<file path="config.mk">
export PLATFORM = sky130hd
export DESIGN_NAME = neopixel_strip_ctrl
export DESIGN_NICKNAME = d
export VERILOG_FILES = /design/src/rtl/neopixel_pkg.sv /design/src/rtl/neopixel_latch_timer.sv /design/src/rtl/neopixel_strip_ctrl.sv
export SDC_FILE = /design/constraint.sdc
export NUM_CORES = 1
export LEC_CHECK = 0
export ABC_CLOCK_PERIOD_IN_PS = 3300
export BUFFER_PORTS_ARGS = -buffer_cell sky130_fd_sc_hd__buf_2
export CAP_MARGIN = 20
export CORE_MARGIN = 2
export CORE_UTILIZATION = 45
export CTS_CLUSTER_DIAMETER = 50
export DETAILED_ROUTE_END_ITERATION = 6
export PLACE_DENSITY_LB_ADDON = 0.05
export SLEW_MARGIN = 20
export SYNTH_ARGS = -nofsm -noshare
export SYNTH_HDL_FRONTEND = slang
export SYNTH_SLANG_ARGS = --single-unit
</file>
<file path="constraint.sdc">
create_clock -name clk -period 3.3 [get_ports clk]
set_input_delay 0.66 -clock clk [delete_from_list [all_inputs] [get_ports clk]]
set_output_delay 0.66 -clock clk [all_outputs]
set_load 0.05 [all_outputs]
</file>
<file path="src/rtl/neopixel_pkg.sv">
// Shared types and constants for the NeoPixel strip controller.
//   state_e       : controller state encoding
//   pixel_t       : 24-bit pixel word {r, g, b}
//   latch_cycles  : latch gap in clk cycles from clock rate and microseconds
package neopixel_pkg;

    typedef enum logic [2:0] {
        S_IDLE,
        S_FETCH,
        S_RDWAIT,
        S_ISSUE,
        S_ACK,
        S_DRAIN,
        S_LATCH
    } state_e;

    typedef struct packed {
        logic [7:0] r;
        logic [7:0] g;
        logic [7:0] b;
    } pixel_t;

    localparam int unsigned IDX_W   = 8;
    localparam int unsigned LATCH_W = 32;

    // ceil(us * clk_hz / 1e6), never less than one cycle.
    function automatic logic [LATCH_W-1:0] latch_cycles(input logic [63:0] clk_hz,
                                                        input logic [63:0] latch_us);
        logic [63:0] n;
        n = (clk_hz * latch_us + 64'd999_999) / 64'd1_000_000;
        if (n == 64'd0) n = 64'd1;
        return n[LATCH_W-1:0];
    endfunction

endpackage

</file>
<file path="src/rtl/neopixel_latch_timer.sv">
// Loadable down-counter timing the post-frame latch gap.
//   clk, rst_n : clock, async active-low reset
//   start      : load counter with 'load' this cycle
//   load       : gap length in cycles (>= 1)
//   done       : one-cycle pulse exactly 'load' cycles after the start cycle
module neopixel_latch_timer
    import neopixel_pkg::*;
#(
    parameter int unsigned W = LATCH_W
) (
    input  logic         clk,
    input  logic         rst_n,
    input  logic         start,
    input  logic [W-1:0] load,
    output logic         done
);

    logic [W-1:0] cnt;

    always_ff @(posedge clk or negedge rst_n) begin
        if (!rst_n)             cnt <= '0;
        else if (start)         cnt <= load;
        else if (cnt != '0)     cnt <= cnt - 1'b1;
    end

    // Counter parks at zero, so reaching one happens once per load.
    assign done = (cnt == W'(1));

endmodule

</file>
<file path="src/rtl/neopixel_strip_ctrl.sv">
// NeoPixel frame sequencer: reads NUM_PIXELS words from a pixel buffer,
// hands each to a bit-serial writer with a px_valid/px_busy handshake,
// then holds the line idle for the latch gap.
//   clk, rst_n          : clock, async active-low reset (release synchronised)
//   frame_start         : pulse to send one frame (ignored while busy)
//   frame_busy          : frame in progress, including latch gap
//   frame_done          : pulse at end of latch gap
//   rd_addr/rd_en       : buffer read, rd_data valid one cycle after rd_en
//   rd_data             : {r, g, b}
//   px_valid, px_r/g/b  : load strobe and colour bytes to the writer
//   px_busy             : writer busy
//   err_timeout         : sticky, writer never acknowledged a pixel
// Build option: define NEOPIXEL_AUTO_REFRESH_EN to restart the frame
// automatically after each latch gap.
module neopixel_strip_ctrl
    import neopixel_pkg::*;
#(
    parameter int unsigned NUM_PIXELS  = 8,
    parameter int unsigned CLK_HZ      = 12_000_000,
    parameter int unsigned LATCH_US    = 80,
    parameter int unsigned ACK_TIMEOUT = 32
) (
    input  logic        clk,
    input  logic        rst_n,
    input  logic        frame_start,
    output logic        frame_busy,
    output logic        frame_done,
    output logic [7:0]  rd_addr,
    output logic        rd_en,
    input  logic [23:0] rd_data,
    output logic        px_valid,
    output logic [7:0]  px_r,
    output logic [7:0]  px_g,
    output logic [7:0]  px_b,
    input  logic        px_busy,
    output logic        err_timeout
);

    localparam logic [LATCH_W-1:0] LATCH_CYC = latch_cycles(64'(CLK_HZ), 64'(LATCH_US));
    localparam logic [IDX_W-1:0]   LAST_IDX  = IDX_W'(NUM_PIXELS - 1);
    localparam int unsigned        ACK_W     = $clog2(ACK_TIMEOUT + 1) + 1;
    localparam logic [ACK_W-1:0]   ACK_LIMIT = ACK_W'(ACK_TIMEOUT - 1);

    logic [1:0]       rst_sync;
    logic             run_ok;
    state_e           state, state_nxt;
    logic [IDX_W-1:0] idx, idx_nxt;
    logic [ACK_W-1:0] ack_cnt, ack_cnt_nxt;
    logic             err_nxt;
    pixel_t           px_q, px_nxt;
    logic             tmr_start, tmr_done;

    // Reset release is brought into the clock domain before a frame may start.
    always_ff @(posedge clk or negedge rst_n) begin
        if (!rst_n) rst_sync <= 2'b00;
        else        rst_sync <= {rst_sync[0], 1'b1};
    end
    assign run_ok = rst_sync[1];

    always_ff @(posedge clk or negedge rst_n) begin
        if (!rst_n) begin
            state       <= S_IDLE;
            idx         <= '0;
            ack_cnt     <= '0;
            err_timeout <= 1'b0;
            px_q        <= '0;
        end else begin
            state       <= state_nxt;
            idx         <= idx_nxt;
            ack_cnt     <= ack_cnt_nxt;
            err_timeout <= err_nxt;
            px_q        <= px_nxt;
        end
    end

    always_comb begin
        state_nxt   = state;
        idx_nxt     = idx;
        ack_cnt_nxt = ack_cnt;
        err_nxt     = err_timeout;
        px_nxt      = px_q;
        tmr_start   = 1'b0;
        unique case (state)
            S_IDLE: begin
                if (frame_start && run_ok) begin
                    state_nxt = S_FETCH;
                    idx_nxt   = '0;
                    err_nxt   = 1'b0;
                end
            end
            S_FETCH:  state_nxt = S_RDWAIT;
            S_RDWAIT: begin
                px_nxt    = pixel_t'(rd_data);
                state_nxt = S_ISSUE;
            end
            S_ISSUE: begin
                // Timeout window counts from the px_valid cycle itself.
                ack_cnt_nxt = ACK_W'(1);
                state_nxt   = S_ACK;
            end
            S_ACK: begin
                if (px_busy) begin
                    state_nxt = S_DRAIN;
                end else if (ack_cnt >= ACK_LIMIT) begin
                    err_nxt   = 1'b1;
                    state_nxt = S_DRAIN;
                end else begin
                    ack_cnt_nxt = ack_cnt + 1'b1;
                end
            end
            S_DRAIN: begin
                if (!px_busy) begin
                    if (idx == LAST_IDX) begin
                        state_nxt = S_LATCH;
                        tmr_start = 1'b1;
                    end else begin
                        idx_nxt   = idx + 1'b1;
                        state_nxt = S_FETCH;
                    end
                end
            end
            S_LATCH: begin
                if (tmr_done) begin
`ifdef NEOPIXEL_AUTO_REFRESH_EN
                    state_nxt = S_FETCH;
                    idx_nxt   = '0;
`else
                    state_nxt = S_IDLE;
`endif
                end
            end
            default: state_nxt = S_IDLE;
        endcase
    end

    neopixel_latch_timer #(.W(LATCH_W)) u_latch (
        .clk   (clk),
        .rst_n (rst_n),
        .start (tmr_start),
        .load  (LATCH_CYC),
        .done  (tmr_done)
    );

    assign frame_busy = (state != S_IDLE);
    assign frame_done = (state == S_LATCH) && tmr_done;
    assign rd_en      = (state == S_FETCH);
    assign rd_addr    = idx;
    assign px_valid   = (state == S_ISSUE);
    assign px_r       = px_q.r;
    assign px_g       = px_q.g;
    assign px_b       = px_q.b;

endmodule

</file>
Yosys cells after proc, flatten, opt, wreduce, memory -nomap -nowiden:

Cells that the tools add are included.

* flip-flop bits (word level): 77
* latch bits: 0
* RAM bits: 0
* bits in read-only memories: 0
* word-level logic and storage cells: 65
* memories: 0

* add/subtract/negate cells: 3
* $mul: 0
* div/mod/pow operators: 0
* order comparisons: 1
* equality and inequality tests: 16
* shifts and indexed selects: 0
* muxes and demuxes: 23
* bitwise operators: 0
* reductions and logical operators: 13

Operators by type and width (number)
* two-way mux 32 bit: 2
* equality test 32 x 1 -> 1 bit, second input constant: 1
* nonzero test 32 bit: 1
* subtractor 32 x 1 -> 32 bit, second input constant: 1
* two-way mux 8 bit: 3
* case mux 3 bit (7 select lines): 1
* two-way mux 3 bit: 6
* case mux 8 bit (2 select lines): 1
* two-way mux 7 bit: 2
* != test 2 bit, second input constant: 7
* case mux 7 bit (2 select lines): 1
* AND reduction 4 bit: 3
* equality test 3 bit, second input constant: 3
* adder 8 x 1 -> 8 bit, second input constant: 1
* equality test 8 x 3 -> 1 bit, second input constant: 1
* nonzero test 2 bit: 4
* adder 7 x 1 -> 7 bit, second input constant: 1
* >= comparator 7 x 5 -> 1 bit, second input constant: 1
* equality test 3 x 2 -> 1 bit, second input constant: 2
* two-way mux 1 bit: 6
* equality test 3 x 1 -> 1 bit, second input constant: 1
* zero test 3 bit: 1
* != test 3 bit, second input constant: 1
* AND reduction 3 bit: 1
* other kinds (3): 4

Depth between registers and ports, before layout:

Gate-level depths: netlist of the first run.

* depth in word-level cells: 5
* gate-level depth with buffers: 8

Hierarchy:

A second synthesis of the first run with hierarchy kept.

* cell total of the unflattened synthesis: 400
* area total of the unflattened synthesis: 4134.0 µm²

Modules (own cells, without submodules)
* neopixel_strip_ctrl: times used 1, cells an instance 181, area each 2124.5 µm², sequential area each 1126.1 µm²
* neopixel_latch_timer: times used 1, cells an instance 219, area each 2009.4 µm², sequential area each 800.8 µm²

Least setup slack after synthesis of the first run:

Ideal clock, no wire load.

* path type: flip-flop to output port
* from: register u_latch.cnt[18]
* to: output frame_done
* arrival time: 2443 ps
* required time: 2640 ps
* setup slack: 197 ps
* cell stages (with the launch flop): 6
* buffers on the path: 1
* path through: dfrtp_1 or4_1 or3_1 buf_2 nor4_1 and4b_1

* cells in the longest elaborated chain, start to end: 2

Ends and longest elaborated chain
* start, declared: RTL line neopixel_latch_timer.sv:18 `logic [W-1:0] cnt;`
* start signal, assigned: RTL line neopixel_latch_timer.sv:22 `else if (start) cnt <= load;`
* start signal, assigned: RTL line neopixel_latch_timer.sv:23 `else if (cnt != '0) cnt <= cnt - 1'b1;`
* equality test 32 x 1 -> 1 bit: RTL line neopixel_latch_timer.sv:27 `assign done = (cnt == W'(1));`
* logical AND 1 bit: RTL line neopixel_strip_ctrl.sv:145 `assign frame_done = (state == S_LATCH) && tmr_done;`
* end, declared: RTL line neopixel_strip_ctrl.sv:27 `output logic frame_done,`

No other way between the ends.

Final worst setup path of the first run:

Same ends and word-level chain as after synthesis.

==> impl_metrics.json, run 1 <==
{
  "status": "completed",
  "drcViolationCount": 0,
  "cts_tree": "done",
  "fin_crit_ns": 3.15,
  "stdcell_area_mm2": 0.00451,
  "antennaDiodeCount": 0,
  "synth_edf_count": 0,
  "grt_max_degree": 78,
  "drtIter0Drc": 144,
  "setup_viol": 0,
  "cts_sinks": 77,
  "synth_ff_type": "dfrtp_1",
  "cts-root-buf": "clkbuf_8",
  "grt_pass1_wl_mm": 13.4,
  "whs_ns": 0.267,
  "crit_fanout": 5,
  "setup-tns-final_ns": 0,
  "rsz0062_at_grt": "no",
  "ys_ff_latch": 77,
  "ys_top_cells_by_count": "77 x dfrtp_1, 24 x a21oi_1, 24 x mux2_2, 22 x nor2_1, 21 x nand2_1",
  "cts_setup_buffers": 0,
  "antenna_found_initial": 0,
  "ios": 65,
  "hold_class": "in -> async",
  "synthCells": 358,
  "ant_nets": 0,
  "place_congestion": 0.746,
  "synth-xor-area-share": 0.00922,
  "synth_cell_type_count": 56,
  "synth.top_cell.area_share": 0.507,
  "port_buffers": 64,
  "r2r-start": "u_latch.cnt[28]$_DFFE_PN0P_",
  "max_freq_mhz": 317,
  "clockBufferDepth": 2,
  "worstPathCellList": "or4_4 -> or3_1 -> nor4_2 -> buf_4 -> and4b_1 -> buf_6",
  "cp.required_ns": 2.64,
  "post_dp_cell_area_mm2": 0.00426,
  "drv_slew": 0,
  "core-area_mm2": 0.00822,
  "drive_above_1_share": 0.313,
  "avgSynthCellArea_um2": 10.6,
  "fin_skew_ns": 0.0101,
  "worst_path_max_delay_cell": "or4_4",
  "synth_top_family_by_area": "simple AND/OR/NAND/NOR gates",
  "fillCellCount": 763,
  "hold_violations": 0,
  "p_leak_nw": 1.93,
  "instances_no_fill": 540,
  "hpwl_mm": 5.31,
  "grt_overflow": 0,
  "powerDensity_mw_per_mm2": 821,
  "grt_use_total": 0.184,
  "htree_levels": 3,
  "power_mw": 3.70,
  "rows": 33,
  "end_kind": "output pin",
  "cts_buffers": 9,
  "pre_cts_ws_ns": 0.307,
  "synth_largest_area_cell": "dfrtp_1",
  "synth-simple-area-share": 0.195,
  "ys_seq_area_frac": 0.507,
  "max_cap_viol_count": 0,
  "grt_pass1_vias": 2904,
  "ff2ff_path_depth": 7,
  "setup_slack_ns": 0.147,
  "synth_most_common_cell": "dfrtp_1",
  "start_util": 0.462,
  "yosys.area_share.adder": 0.0132,
  "yosys-top-cells-area": "dfrtp_1 51%, mux2_2 7.1%, a21oi_1 3.2%",
  "arrival_ns": 2.49,
  "via_count": 3033,
  "clk_pin_slew_ns": 0.08,
  "routed_wl_mm": 7.96,
  "relSlewSlack": 0.634,
  "synthMuxAreaShare": 0.0764,
  "die_h_um": 95.9,
  "path_class": "reg -> out",
  "netlist_area_mm2": 0.00380,
  "utilization": 0.549,
  "synth_compound_area_frac": 0.166,
  "insertion_delay_ns": 0.34,
  "syn_to_final_growth_pct": 18.8,
  "dieArea_mm2": 0.00919,
  "ir_drop_v": 0.000591,
  "r2r_slack_ns": 0.71,
  "nets": 462,
  "fp.dieW_um": 95.9,
  "start_kind": "flop",
  "dp_cells": 523,
  "regToRegEndpoint": "u_latch.cnt[25]$_DFFE_PN0P_",
  "dr.pass1.iters": 4,
  "worst_pin_slew_ns": 0.544,
  "cp_slowest_stage_delay_ns": 0.57,
  "startpoint": "u_latch.cnt[18]$_DFFE_PN0P_",
  "finalCritPeriodShare": 0.955,
  "synth_warnings": 0,
  "viasPerCell": 5.62,
  "syn_nets": 390,
  "async_flop_share": 1.00,
  "wire_per_inst_um": 14.7
}
-- state kept, by name (all words and copies together), names as in the netlist --
name	flops
u_latch.cnt	32
px_b	8
px_g	8
px_r	8
rd_addr	8
ack_cnt	7
state	3
rst_sync	2
err_timeout	1
-- cell usage in the layout (no fill, tap or decap), types with 5 or more instances in the layout --
master and instances:
nand2_1 21, or3_1 17, nand3_1 10, buf_4 13, mux2_2 24, clkbuf_8 12, nor3_1 5, o31ai_1 13
a21oi_1 24, dfrtp_1 77, nor4_1 5, buf_2 62, or4_1 12, inv_1 8, o21ai_0 20, a21oi_2 6
o21ai_1 5, and3_1 5, nand2b_1 5, nor2_1 22
-- per-layer routing --
metal / GRT usage / wire length, um / vias to the layer above
met4: 0.0571 / 41 / 0
met2: 0.279 / 3560 / 66
met5: 0 / 0 / -
met1: 0.259 / 3970 / 1484
met3: 0.0493 / 385 / 4
li1: - / - / 1479
-- area by class of cell --
class | count | area, um2 | area share
clock buffer | 13 | 169 | 0.0374
clock inverter | 3 | 42.5 | 0.00943
inverter | 8 | 30.0 | 0.00665
multi-input combinational | 257 | 1770 | 0.393
tap | 105 | 131 | 0.0291
timing repair buffer | 77 | 439 | 0.0973
sequential | 77 | 1930 | 0.427
-- repair_timing --
action	in CTS	in global routing
setup endpoints to repair	1	1
gates cloned	0	0
hold buffers	0	0
pin swaps	1	0
resized for setup	2	3
-- report_power, final --
part	total, mW	switching [mW]	internal, mW
clock	0.756	0.344	0.411
combinational	1.52	1.02	0.505
sequential	1.42	0.227	1.20
total	3.70	1.59	2.11
-- cell families (layout without fill, tap and decap cells) --
logic type,Yosys count,after routing
AND/OR/NAND/NOR,128,128
AO/OA/AOI/OAI,94,94
flip-flops,77,77
multiplexers,26,26
buffers and inverters,24,101
adder cells (fa/ha/maj),4,4
XOR/XNOR,4,4
other,1,1
-- worst max path at each step --
stage | endpoint | depth (start not counted)
6_report | frame_done | 6
5_1_grt | frame_done | 6
4_1_cts | frame_done | 6
3_5_place_dp | frame_done | 6
3_3_place_gp | frame_done | 6
2_1_floorplan | frame_done | 5
-- worst max-delay path, delay by kind of cell, from the launching register on --
family | cells | cell delay, ns
buf+inv | 2 | 0.33
simple gates | 4 | 1.42
flops | 1 | 0.41
(Power assumes the default switching activity.)
==> inputs of run 2 (changes only) <==
--- a/config.mk
+++ b/config.mk
@@ -12,7 +12,8 @@
 export CORE_UTILIZATION = 45
 export CTS_CLUSTER_DIAMETER = 50
 export DETAILED_ROUTE_END_ITERATION = 6
-export PLACE_DENSITY_LB_ADDON = 0.05
+export PLACE_DENSITY_LB_ADDON = 0.08
+export SETUP_SLACK_MARGIN = 0.5
 export SLEW_MARGIN = 20
 export SYNTH_ARGS = -nofsm -noshare
 export SYNTH_HDL_FRONTEND = slang
==> impl_metrics.json, run 2 (synthesized netlist as in run 1, its figures left out) <==
{
  "status": "completed",
  "startpoint": "u_latch.cnt[18]$_DFFE_PN0P_",
  "syn_to_final_growth_pct": 19.5,
  "path_delay_family": "simple AND/OR/NAND/NOR gates",
  "grt_use_total": 0.193,
  "critPathBufInv": 1,
  "viasPerCell": 5.61,
  "grt_pass1_vias": 2941,
  "cts_tree": "done",
  "ant_nets": 0,
  "grt_use_met3": 0.0431,
  "clk_pin_slew_ns": 0.09,
  "grt_pass1_wl_mm": 13.9,
  "arrival_ns": 2.40,
  "start_util": 0.462,
  "place_congestion": 0.766,
  "worstPathCellList": "or4_4 -> or3_4 -> nor4_4 -> and4b_4 -> buf_8",
  "grt_max_degree": 78,
  "pre_cts_ws_ns": 0.254,
  "htree_levels": 3,
  "largest_reg_flops": 32,
  "hold_class": "in -> async",
  "worst_pin_slew_ns": 0.701,
  "drtIter0Drc": 118,
  "finalCritPeriodShare": 0.928,
  "antennaDiodeCount": 0,
  "setup-tns-final_ns": 0,
  "grt_overflow": 0,
  "routed_wl_mm": 8.12,
  "grt_util_met2": 0.298,
  "r2r-start": "u_latch.cnt[29]$_DFFE_PN0P_",
  "fp.dieW_um": 95.9,
  "cp.required_ns": 2.64,
  "rsz0062_at_grt": "yes",
  "ios": 65,
  "final_common_cell": "dfrtp_1",
  "dieArea_mm2": 0.00919,
  "port_buffers": 64,
  "core-area_mm2": 0.00822,
  "via_count": 3045,
  "wire_per_inst_um": 15.0,
  "hold_buffers": 0,
  "max_freq_mhz": 326,
  "clockBufferDepth": 2,
  "drcViolationCount": 0,
  "setup_viol": 0,
  "hold_violations": 0,
  "grt.met1_usage": 0.267,
  "rows": 33,
  "antenna_found_initial": 0,
  "powerDensity_mw_per_mm2": 809,
  "crit_fanout": 5,
  "cts-root-buf": "clkbuf_8",
  "dr.pass1.iters": 4,
  "cp_slowest_stage_delay_ns": 0.56,
  "post_dp_cell_area_mm2": 0.00428,
  "drv_slew": 0,
  "end_kind": "output pin",
  "hpwl_mm": 5.23,
  "nets": 465,
  "drive_above_1_share": 0.326,
  "cts_sinks": 77,
  "path_class": "reg -> out",
  "fin_skew_ns": 0.0124,
  "cts_buffers": 9,
  "grt_busiest_layer": "met2",
  "relSlewSlack": 0.533,
  "ir_drop_v": 0.000598,
  "insertion_delay_ns": 0.35,
  "start_kind": "flop",
  "top_register": "u_latch.cnt",
  "p_leak_nw": 1.96,
  "fin_crit_ns": 3.06,
  "max_cap_viol_count": 0,
  "die_h_um": 95.9,
  "worst_path_max_delay_cell": "or4_4",
  "layout_common_cells": "77 x dfrtp_1, 62 x buf_2, 24 x a21oi_1, 24 x mux2_2, 22 x nor2_1",
  "stdcell_area_mm2": 0.00454,
  "setup_slack_ns": 0.237
}
## run 2: cell count changes in the layout (fill, tap and decap cells not counted), sizes merged
cell | previous run | this run
clkbuf | 13 | 9
inv | 8 | 9
buf | 77 | 80
clkinv | 1 | 4
## run 2: metal layers
layer,wire length [um],vias to the layer above
li1,-,1492
met1,3970,1481
met2,3680,64
met3,376,8
met4,96,0
met5,0,-
## run 2: final cells by class
| cell class | count | area [um2] |
|---|---|---|
| Clock buffer | 9 | 124 |
| Clock inverter | 7 | 73.8 |
| Fill cell | 747 | 3680 |
| Inverter | 8 | 30.0 |
| Multi-Input combinational cell | 257 | 1800 |
| Sequential cell | 77 | 1930 |
| Tap cell | 105 | 131 |
| Timing Repair Buffer | 80 | 457 |
## run 2: worst paths after layout
kind / endpoint / slack [ns] / cells after the start
min reg2reg: rst_sync[1]$_DFF_PN0_ / 0.35 / 0
max in group asynchronous: u_latch.cnt[12]$_DFFE_PN0P_ / 2.48 / 1
max reg2reg: u_latch.cnt[1]$_DFFE_PN0P_ / 0.75 / 5
min: u_latch.cnt[27]$_DFFE_PN0P_ / 0.32 / 1
max: frame_done / 0.24 / 5
min in group clk: rst_sync[1]$_DFF_PN0_ / 0.35 / 0
## run 2: what timing repair did
action / in CTS / in global routing
buffers inserted: 5 / 0
gates resized for setup: 6 / 0
cloned: 0 / 0
endpoints found under the setup margin: 1 / 1
pin swaps: 2 / 0
hold endpoints to repair: 0 / 0
## run 2: stage by stage
step	util	cells	power, mW	hold WS [ns]
after floorplan	-	358	2.60	0.331
after global placement	0.521	522	2.95	0.334
after detailed placement	0.521	522	2.98	0.338
after CTS	0.552	543	3.71	0.358
after global routing	0.552	543	3.91	0.386
final	0.552	543	3.67	0.324
## run 2: power by group
group	total, mW	internal [mW]	leakage (nW)	switching, mW
Clock	0.711	0.352	0.0996	0.359
Sequential	1.42	1.20	0.941	0.225
Combinational	1.54	0.509	0.917	1.03
